==> src/rtl/pipeline_hazard_controller_pkg.sv <==
// Shared types and constants for the ID/EX hazard controller and its counters.
// Holds the controller state encoding and the bubble-latency bounds.
package pipeline_hazard_controller_pkg;

    typedef enum logic {
        ST_RUN        = 1'b0,
        ST_LOAD_STALL = 1'b1
    } hz_state_t;

    localparam int REMAIN_W         = 3;
    localparam int MIN_LOAD_LATENCY = 1;
    localparam int MAX_LOAD_LATENCY = 7;

    function automatic logic load_latency_ok(input int lat);
        return (lat >= MIN_LOAD_LATENCY) && (lat <= MAX_LOAD_LATENCY);
    endfunction

endpackage

==> src/rtl/hazard_perf_counter.sv <==
// Saturating event counter: counts cycles with inc high and sticks at all-ones.
module hazard_perf_counter #(
    parameter int WIDTH = 32
) (
    input  logic             clk,
    input  logic             reset,
    input  logic             inc,
    output logic [WIDTH-1:0] count
);

    always_ff @(posedge clk or posedge reset) begin
        if (reset) begin
            count <= '0;
        end else if (inc && (count != '1)) begin
            count <= count + 1'b1;
        end
    end

endmodule

==> src/rtl/pipeline_hazard_controller.sv <==
// Pipeline write-enable / flush control for load-use stalls, EX redirects and data-RAM freezes.
// Outputs are combinational from state and inputs; only the stall state and perf counters are registered.
module pipeline_hazard_controller
    import pipeline_hazard_controller_pkg::*;
#(
    parameter int REG_ADDR_WIDTH = 5,
    parameter int LOAD_LATENCY   = 1,
    parameter int PERF_CNT_WIDTH = 32
) (
    input  logic                      clk,
    input  logic                      reset,
    input  logic [REG_ADDR_WIDTH-1:0] id_rs1_address,
    input  logic [REG_ADDR_WIDTH-1:0] id_rs2_address,
    input  logic                      id_uses_rs1,
    input  logic                      id_uses_rs2,
    input  logic [REG_ADDR_WIDTH-1:0] ex_rd_address,
    input  logic                      ex_reg_wren,
    input  logic                      ex_is_load,
    input  logic                      ex_redirect,
    input  logic                      mem_busy,
    output logic                      pc_wren,
    output logic                      if_id_wren,
    output logic                      id_ex_wren,
    output logic                      if_id_flush,
    output logic                      id_ex_flush,
    output logic                      stall_active,
    output logic [PERF_CNT_WIDTH-1:0] stall_cycle_count,
    output logic [PERF_CNT_WIDTH-1:0] flush_count
);

    if (!load_latency_ok(LOAD_LATENCY)) begin : g_bad_load_latency
        $error("pipeline_hazard_controller: LOAD_LATENCY must be 1..7");
    end

    hz_state_t           state, state_nxt;
    logic [REMAIN_W-1:0] remaining, remaining_nxt;
    logic                hazard;
    logic                flush_taken;

    assign hazard = ex_is_load && ex_reg_wren && (ex_rd_address != '0) &&
                    ((id_uses_rs1 && (id_rs1_address == ex_rd_address)) ||
                     (id_uses_rs2 && (id_rs2_address == ex_rd_address)));

    always_ff @(posedge clk or posedge reset) begin
        if (reset) begin
            state     <= ST_RUN;
            remaining <= '0;
        end else begin
            state     <= state_nxt;
            remaining <= remaining_nxt;
        end
    end

    always_comb begin
        state_nxt     = state;
        remaining_nxt = remaining;
        pc_wren       = 1'b0;
        if_id_wren    = 1'b0;
        id_ex_wren    = 1'b0;
        if_id_flush   = 1'b0;
        id_ex_flush   = 1'b0;
        flush_taken   = 1'b0;
        // A busy data RAM freezes everything, including the stall countdown.
        if (!reset && !mem_busy) begin
            if (ex_redirect) begin
                pc_wren       = 1'b1;
                if_id_wren    = 1'b1;
                id_ex_wren    = 1'b1;
                if_id_flush   = 1'b1;
                id_ex_flush   = 1'b1;
                flush_taken   = 1'b1;
                state_nxt     = ST_RUN;
                remaining_nxt = '0;
            end else if ((state == ST_LOAD_STALL) || hazard) begin
                id_ex_wren  = 1'b1;
                id_ex_flush = 1'b1;
                if (state == ST_LOAD_STALL) begin
                    if (remaining == REMAIN_W'(1)) begin
                        state_nxt     = ST_RUN;
                        remaining_nxt = '0;
                    end else begin
                        remaining_nxt = remaining - 1'b1;
                    end
                end else if (LOAD_LATENCY > 1) begin
                    state_nxt     = ST_LOAD_STALL;
                    remaining_nxt = REMAIN_W'(LOAD_LATENCY - 1);
                end
            end else begin
                pc_wren    = 1'b1;
                if_id_wren = 1'b1;
                id_ex_wren = 1'b1;
            end
        end
    end

    assign stall_active = !reset && !pc_wren;

    hazard_perf_counter #(
        .WIDTH (PERF_CNT_WIDTH)
    ) u_stall_counter (
        .clk   (clk),
        .reset (reset),
        .inc   (stall_active),
        .count (stall_cycle_count)
    );

    hazard_perf_counter #(
        .WIDTH (PERF_CNT_WIDTH)
    ) u_flush_counter (
        .clk   (clk),
        .reset (reset),
        .inc   (flush_taken),
        .count (flush_count)
    );

endmodule

==> config.mk <==
export PLATFORM = sky130hd
export DESIGN_NAME = pipeline_hazard_controller
export DESIGN_NICKNAME = d
export VERILOG_FILES = /design/src/rtl/pipeline_hazard_controller_pkg.sv /design/src/rtl/hazard_perf_counter.sv /design/src/rtl/pipeline_hazard_controller.sv
export SDC_FILE = /design/constraint.sdc
export NUM_CORES = 1
export LEC_CHECK = 0
export ABC_CLOCK_PERIOD_IN_PS = 4700
export CORE_ASPECT_RATIO = 0.9
export CORE_MARGIN = 1.5
export CORE_UTILIZATION = 35
export CTS_BUF_LIST = sky130_fd_sc_hd__clkbuf_16
export DETAILED_ROUTE_END_ITERATION = 6
export SYNTH_ARGS = -nofsm -noshare
export SYNTH_HDL_FRONTEND = slang
export SYNTH_SLANG_ARGS = --single-unit
export TNS_END_PERCENT = 20
==> constraint.sdc <==
create_clock -name clk -period 4.7 [get_ports clk]
set_input_delay 0.47 -clock clk [delete_from_list [all_inputs] [get_ports clk]]
set_output_delay 0.47 -clock clk [all_outputs]
set_load 0.02 [all_outputs]
==> impl_results.md, run 1 <==
* Slew HR at a little over two fifths
* First-pass GRT wire length at roughly 13000 µm
* Post-Route Setup TNS at 0 ps
* Worst hold path class: reg -> reg
* Final setup fails at 0
* Die ar. at approximately 11000 µm²
* Sequential Area at 1700 µm²
* R2R Setup Slk at 2330 ps
* YS warnings at 0
* Slowest CP cell: clkdlybuf4s50_1
* Dpl ws at approximately 1600 ps
* Post-synthesis simple-gate area fraction at about a quarter
* Final worst slack at 1650 ps
* CP Launch Point: ex_rd_address[4]
* Via Count at around 2800
* FF+latch count, synth at 68
* Switching share of total power at roughly a quarter
* CP bufs+invs at 2
* Die Span X at around 110 µm
* Post-Syn Area at between 3000 and 4000 µm²
* Hold_ws at about 480 ps
* Fin util at between 50 and 60%
* Crit-path cells: clkdlybuf4s50_1 > xnor2_1 > nand4_1 > o22ai_1 > nand4_1 > a21boi_0 > clkdlybuf4s50_1
* Critical Path Sink: id_ex_flush
* Fill cells at 899
* Non-Filler Instances at ~570
* Routed vias/inst at roughly 4.9
* Clk pwr share at 42.7%
* Clk_skew at around 8 ps
* Post-CTS Setup Bufs at 0
* CP Depth at 7
* Root buf cell: clkbuf_16
* Slew Viols, Final at 0
* Largest family of logic cells by synthesized area: simple AND/OR/NAND/NOR gates
* Mux cell area share after synthesis at less than 1%
* Clock sinks at 68
* Tcrit/Tclk final at between 60 and 70%
* Antenna fix cells at 0
* Worst Max-Slew Pin Slew at between 800 and 900 ps
* Clk pin slew, worst setup/hold paths at approximately 50 ps
* Clock Latency Late Sink at between 300 and 400 ps
* Final RePlAce weighted congestion at 0.750
* # DRC at 0
* Clk buf depth at 2
* Commonest non-fill, non-tap cell in the layout: clkdlybuf4s50_1
* RR Endpoint: u_flush_counter.count[28]
* Port Buffer Count at 92
* Worst Path Max Fanout at 3
* CTS Buf Count at 9
* Number of global-route vias before repair at 2766
* Final HPWL DP at 5750 µm
* Reg power frac at roughly two fifths
* CTS hold repair buffers at 0
* Worst Reg-to-Reg Cells at 6
* Cell Int Power at between 1 and 1.5 mW
* Crit path capture type: output port
* RR Startpoint: u_flush_counter.count[5]
* Yosys cell types at 41
* Rows at 34
* Seq/Total Area, Yosys at roughly half
* Mapped Cells at about 340
* Area grow syn2layout at 40.4%
* First drt pass iteration count at 4
* Detailed Route WL at 7820 µm
* Commonest cells after routing, fill and taps aside: clkdlybuf4s50_1, dfrtp_1, xnor2_1
* Antenna Violating Nets Remaining at 0
* Compound-cell area share of the yosys netlist at between 3 and 4%
* IO Count at 93
* Max Fclk at roughly 330 MHz
* Resized cells post-CTS at 0
* Die Y at 97.8 µm
* Gr ovfl total at 0
* Worst IR Drop VDD at approximately 0.17 mV
* Initial Utilization at 36.0%
* Multi-input gate area at approximately 1700 µm²
* RSZ-0062 raised after global routing: false
* Final nets at around 470
* Area share of fa/ha/maj cells after synthesis at under 10%
* Crit path required time at about 4200 ps
* XOR/XNOR Fraction of Synth Area at between 10% and 20%
* Crit path arrival time at between 2000 and 3000 ps
* Tmin final at slightly above 3000 ps
* Mapped Avg Cell Area at 10.2 µm²
* Static Leak at 2.10 nW
* Routed WL per cell at 13.7 µm
* Startpoint types: primary input
* Max_cap viols at 0
* Initial antenna violation count at 0
* WS Path Type: in -> out
* Final Hold Viols at 0
* TritonCTS clock tree: done
* Run status: completed
* Layout cells sized above 1 at about 7.6%
* Largest net degree at the start of global routing at 69
* Pwr/cell area at between 300 and 400 nW/µm²
* CP delay by family, top: buffers and inverters
* Htree depth at 3
* Core Area at a little under 10000 µm²
* Mapped Nets at roughly 370
* Combinational power share at between 10% and 20%
* NetSw at between 0.4 and 0.5 mW
* GRT Overall Usage at about 16%
* Delay of the slowest critical-path stage at between 600 and 700 ps
* Initial DRC Count at 81
* Placed cells at around 560
[cell type report]
type | count | share of cell area (%)
Timing Repair Buffer | 95 | 19.2
Sequential cell | 68 | 34.7
Inverter | 19 | 1.45
Clock inverter | 7 | 2.37
Tap cell | 126 | 3.21
Multi-Input combinational cell | 247 | 34.4
Clock buffer | 9 | 4.59
[flip-flops by register name, summed over array words and instances, names as in the netlist]
register               count
u_flush_counter.count     32
u_stall_counter.count     32
remaining                  3
state                      1
[worst min-delay path, stage by stage, from the launching register on]
cell,delay (ps)
dfrtp_1,340
nand2_1,40
o21ai_0,70
[power groups by stage]
stage / combinational (mW) / sequential, mW / clock (mW)
after floorplan: 0.111 / 0.769 / 0
after global placement: 0.324 / 0.718 / 0
after detailed placement: 0.330 / 0.718 / 0
after CTS: 0.331 / 0.709 / 0.788
after global routing: 0.355 / 0.720 / 0.808
final: 0.326 / 0.708 / 0.770
[layer usage]
layer | wire, µm | global-route usage (%) | up-vias
li1 | - | - | 1384
met5 | 0 | 0 | -
met2 | 3600 | 24.4 | 59
met4 | 107 | 6.38 | 0
met1 | 3800 | 21.7 | 1318
met3 | 321 | 3.07 | 10
[kinds of logic after synthesis]
group | count (synthesis)
XOR/XNOR | 72
buffers and inverters | 26
multiplexers | 2
AO/OA/AOI/OAI | 18
flip-flops | 68
AND/OR/NAND/NOR | 151
adder cells (fa/ha/maj) | 4
[cells in the mapped netlist (all sizes together)]
cell	number	area [µm²]
a21bo	1	10.0
a21boi	1	7.51
a21oi	2	10.0
a22oi	1	7.51
a31oi	1	6.26
a32oi	1	8.76
and2	3	18.8
and3	13	81.3
and4	4	35.0
and4bb	1	12.5
buf	5	27.5
clkbuf	2	7.51
dfrtp	68	1700
ha	4	50.1
inv	19	71.3
mux2	2	22.5
nand2	29	109
nand3	20	105
nand3b	1	7.51
nand4	16	100
nor2	16	60.1
nor2b	2	12.5
nor3	21	120
nor4	12	105
o211ai	1	12.5
o21a	1	7.51
o21ai	7	35.0
o22ai	1	6.26
o31ai	1	7.51
or2	2	12.5
or3	10	72.6
or4	1	11.3
xnor2	45	394
xor2	27	236
[metrics by stage]
| stage | total power [mW] | area (µm²) |
|---|---|---|
| 2_1_floorplan | 0.880 | 3490 |
| 3_3_place_gp | 1.04 | 4560 |
| 3_5_place_dp | 1.05 | 4560 |
| 4_1_cts | 1.83 | 4900 |
| 5_1_grt | 1.88 | 4900 |
| 6_report | 1.80 | 4900 |
[how the worst min path moves through the flow]
stage | start | endpoint | slack [ps] | cells past startpoint
4_1_cts | remaining[1] | remaining[1] | 490 | 2
6_report | remaining[1] | remaining[1] | 480 | 2
5_1_grt | remaining[1] | remaining[1] | 520 | 2
3_3_place_gp | remaining[1] | remaining[1] | 470 | 2
2_1_floorplan | remaining[1] | remaining[1] | 450 | 2
3_5_place_dp | remaining[1] | remaining[1] | 470 | 2
Note: power is estimated with default switching activity, not from simulation.
==> run 2, diff against run 1 <==
ABC_CLOCK_PERIOD_IN_PS = 2790   (was 4700)
clock period = 2.79 ns   (was 4.7 ns; I/O delays follow)
==> impl_results.md, run 2 (synthesis results as in run 1) <==
* Run status: completed
* Crit path capture type: output port
* Worst Path Max Fanout at 3
* Rows at 34
* Htree depth at 3
* Root buf cell: clkbuf_16
* Switching share of total power at around a quarter
* IO Count at between 90 and 100
* Number of global-route vias before repair at ~2800
* Initial DRC Count at 79
* Final HPWL DP at between 5000 and 6000 µm
* Non-Filler Instances at roughly 580
* First drt pass iteration count at 4
* Port Buffer Count at around 90
* NetSw at around 0.81 mW
* WS Path Type: in -> out
* Commonest cells after routing, fill and taps aside: clkdlybuf4s50_1, dfrtp_1, xnor2_1
* Clk buf depth at 2
* CTS Buf Count at 9
* Reg power frac at between 30% and 40%
* Tmin final at ~2500 ps
* Clk pwr share at 42.4%
* Commonest non-fill, non-tap cell in the layout: clkdlybuf4s50_1
* Final RePlAce weighted congestion at between 0.7 and 0.8
* Slew Viols, Final at 0
* Initial antenna violation count at 0
* Clock Latency Late Sink at ~320 ps
* Clock sinks at a little under 70
* Antenna fix cells at 0
* Worst Max-Slew Pin Slew at 852 ps
* Via Count at ~2800
* Cell Int Power at approximately 2.2 mW
* RSZ-0062 raised after global routing: false
* Die Span X at 108 µm
* Detailed Route WL at 7950 µm
* Tcrit/Tclk final at between 90 and 100%
* Final setup fails at 0
* Final nets at between 400 and 500
* Post-Route Setup TNS at 0 ps
* Slew HR at ~43%
* Worst hold path class: reg -> reg
* Routed vias/inst at just under 5
* # DRC at 0
* Die Y at between 90 and 100 µm
* Combinational power share at a little under a fifth
* Pwr/cell area at between 600 and 700 nW/µm²
* Die ar. at 10600 µm²
* Placed cells at about 560
* GRT Overall Usage at around 16%
* Static Leak at about 2.1 nW
* Top Registers: u_flush_counter.count (32), u_stall_counter.count (32), remaining (3)
* Area grow syn2layout at 42.4%
* Layout cells sized above 1 at 9.49%
* Crit path arrival time at approximately 2300 ps
* TritonCTS clock tree: done
* Crit path required time at between 2000 and 3000 ps
* Routed WL per cell at about 14 µm
* Antenna Violating Nets Remaining at 0
* Final Hold Viols at 0
* Fill cells at 915
* Gr ovfl total at 0
* Startpoint types: primary input
* Clk pin slew, worst setup/hold paths at about 50 ps
* Core Area at roughly 9700 µm²
* Worst IR Drop VDD at 0.295 mV
* Largest net degree at the start of global routing at 69
* Clk_skew at ~9 ps
* First-pass GRT wire length at around 13000 µm
* Max_cap viols at 0
* Initial Utilization at around 36%
* Max Fclk at between 300 and 400 MHz
==> run 2: path summary, 6_finish.rpt <==
kind	startpoint	slack [ps]	depth (start not counted)	endpoint
setup reg to reg	u_stall_counter.count[0]	490	9	u_stall_counter.count[11]
min in group asynchronous	reset	730	4	u_flush_counter.count[26]
setup / recovery	ex_rd_address[4]	250	8	if_id_wren
hold / removal	remaining[1]	480	2	remaining[1]
hold reg to reg	remaining[1]	480	2	remaining[1]
max in group asynchronous	reset	1520	4	u_flush_counter.count[5]
==> run 2: area by class of cell <==
cell class              count  area, µm²  area share (%)
well taps                 126        158            3.17
repair buffers            103       1010            20.2
inverters                  19       75.1            1.51
clock buffers               9        225            4.53
flip-flops and latches     68       1700            34.2
clock inverters             7        115            2.31
multi-input cells         247       1700            34.1
==> run 2: worst max-delay path, stage by stage <==
cell and delay [ps]:
clkdlybuf4s50_1 540, xnor2_1 140, nand4_1 140, o22ai_2 250, nand4_1 150, a21oi_1 160
nor3_1 70, clkdlybuf4s50_1 540
==> run 2: repair_timing <==
item	4_1_cts	5_1_grt
hold buffers	0	0
buffers inserted	0	0
setup endpoints to repair	0	1
resized for setup	0	2
==> run 2: per-stage QoR <==
step / cell area (µm²) / setup WS, ps / util [%] / power (mW) / hold WS, ps
after floorplan: 3500 / 301 / - / 1.48 / 389
after global placement: 4630 / 184 / 47.7 / 1.76 / 472
after detailed placement: 4630 / 107 / 47.7 / 1.77 / 474
after CTS: 4970 / 82.0 / 51.2 / 3.08 / 486
after global routing: 4980 / 131 / 51.3 / 3.19 / 505
final: 4980 / 247 / 51.3 / 3.04 / 482
==> run 2: routing by layer <==
metal,global-route usage [%],share of wire [%]
met1,22.3,49
met5,0,0
met3,2.87,4.5
met2,24.2,46
met4,6.07,1.2
==> run 2: power groups by stage <==
| stage | Clock, mW | Sequential [mW] | Combinational (mW) |
|---|---|---|---|
| 5_1_grt | 1.37 | 1.22 | 0.600 |
| 6_report | 1.29 | 1.20 | 0.554 |
| 3_3_place_gp | 0 | 1.21 | 0.551 |
| 2_1_floorplan | 0 | 1.30 | 0.187 |
| 4_1_cts | 1.32 | 1.20 | 0.561 |
| 3_5_place_dp | 0 | 1.21 | 0.560 |
==> run 3, diff against run 2 <==
CTS_CLUSTER_SIZE = 16   (was not set)
==> results of run 3 <==
The final DEF is identical to that of run 2; final timing and power are the same.
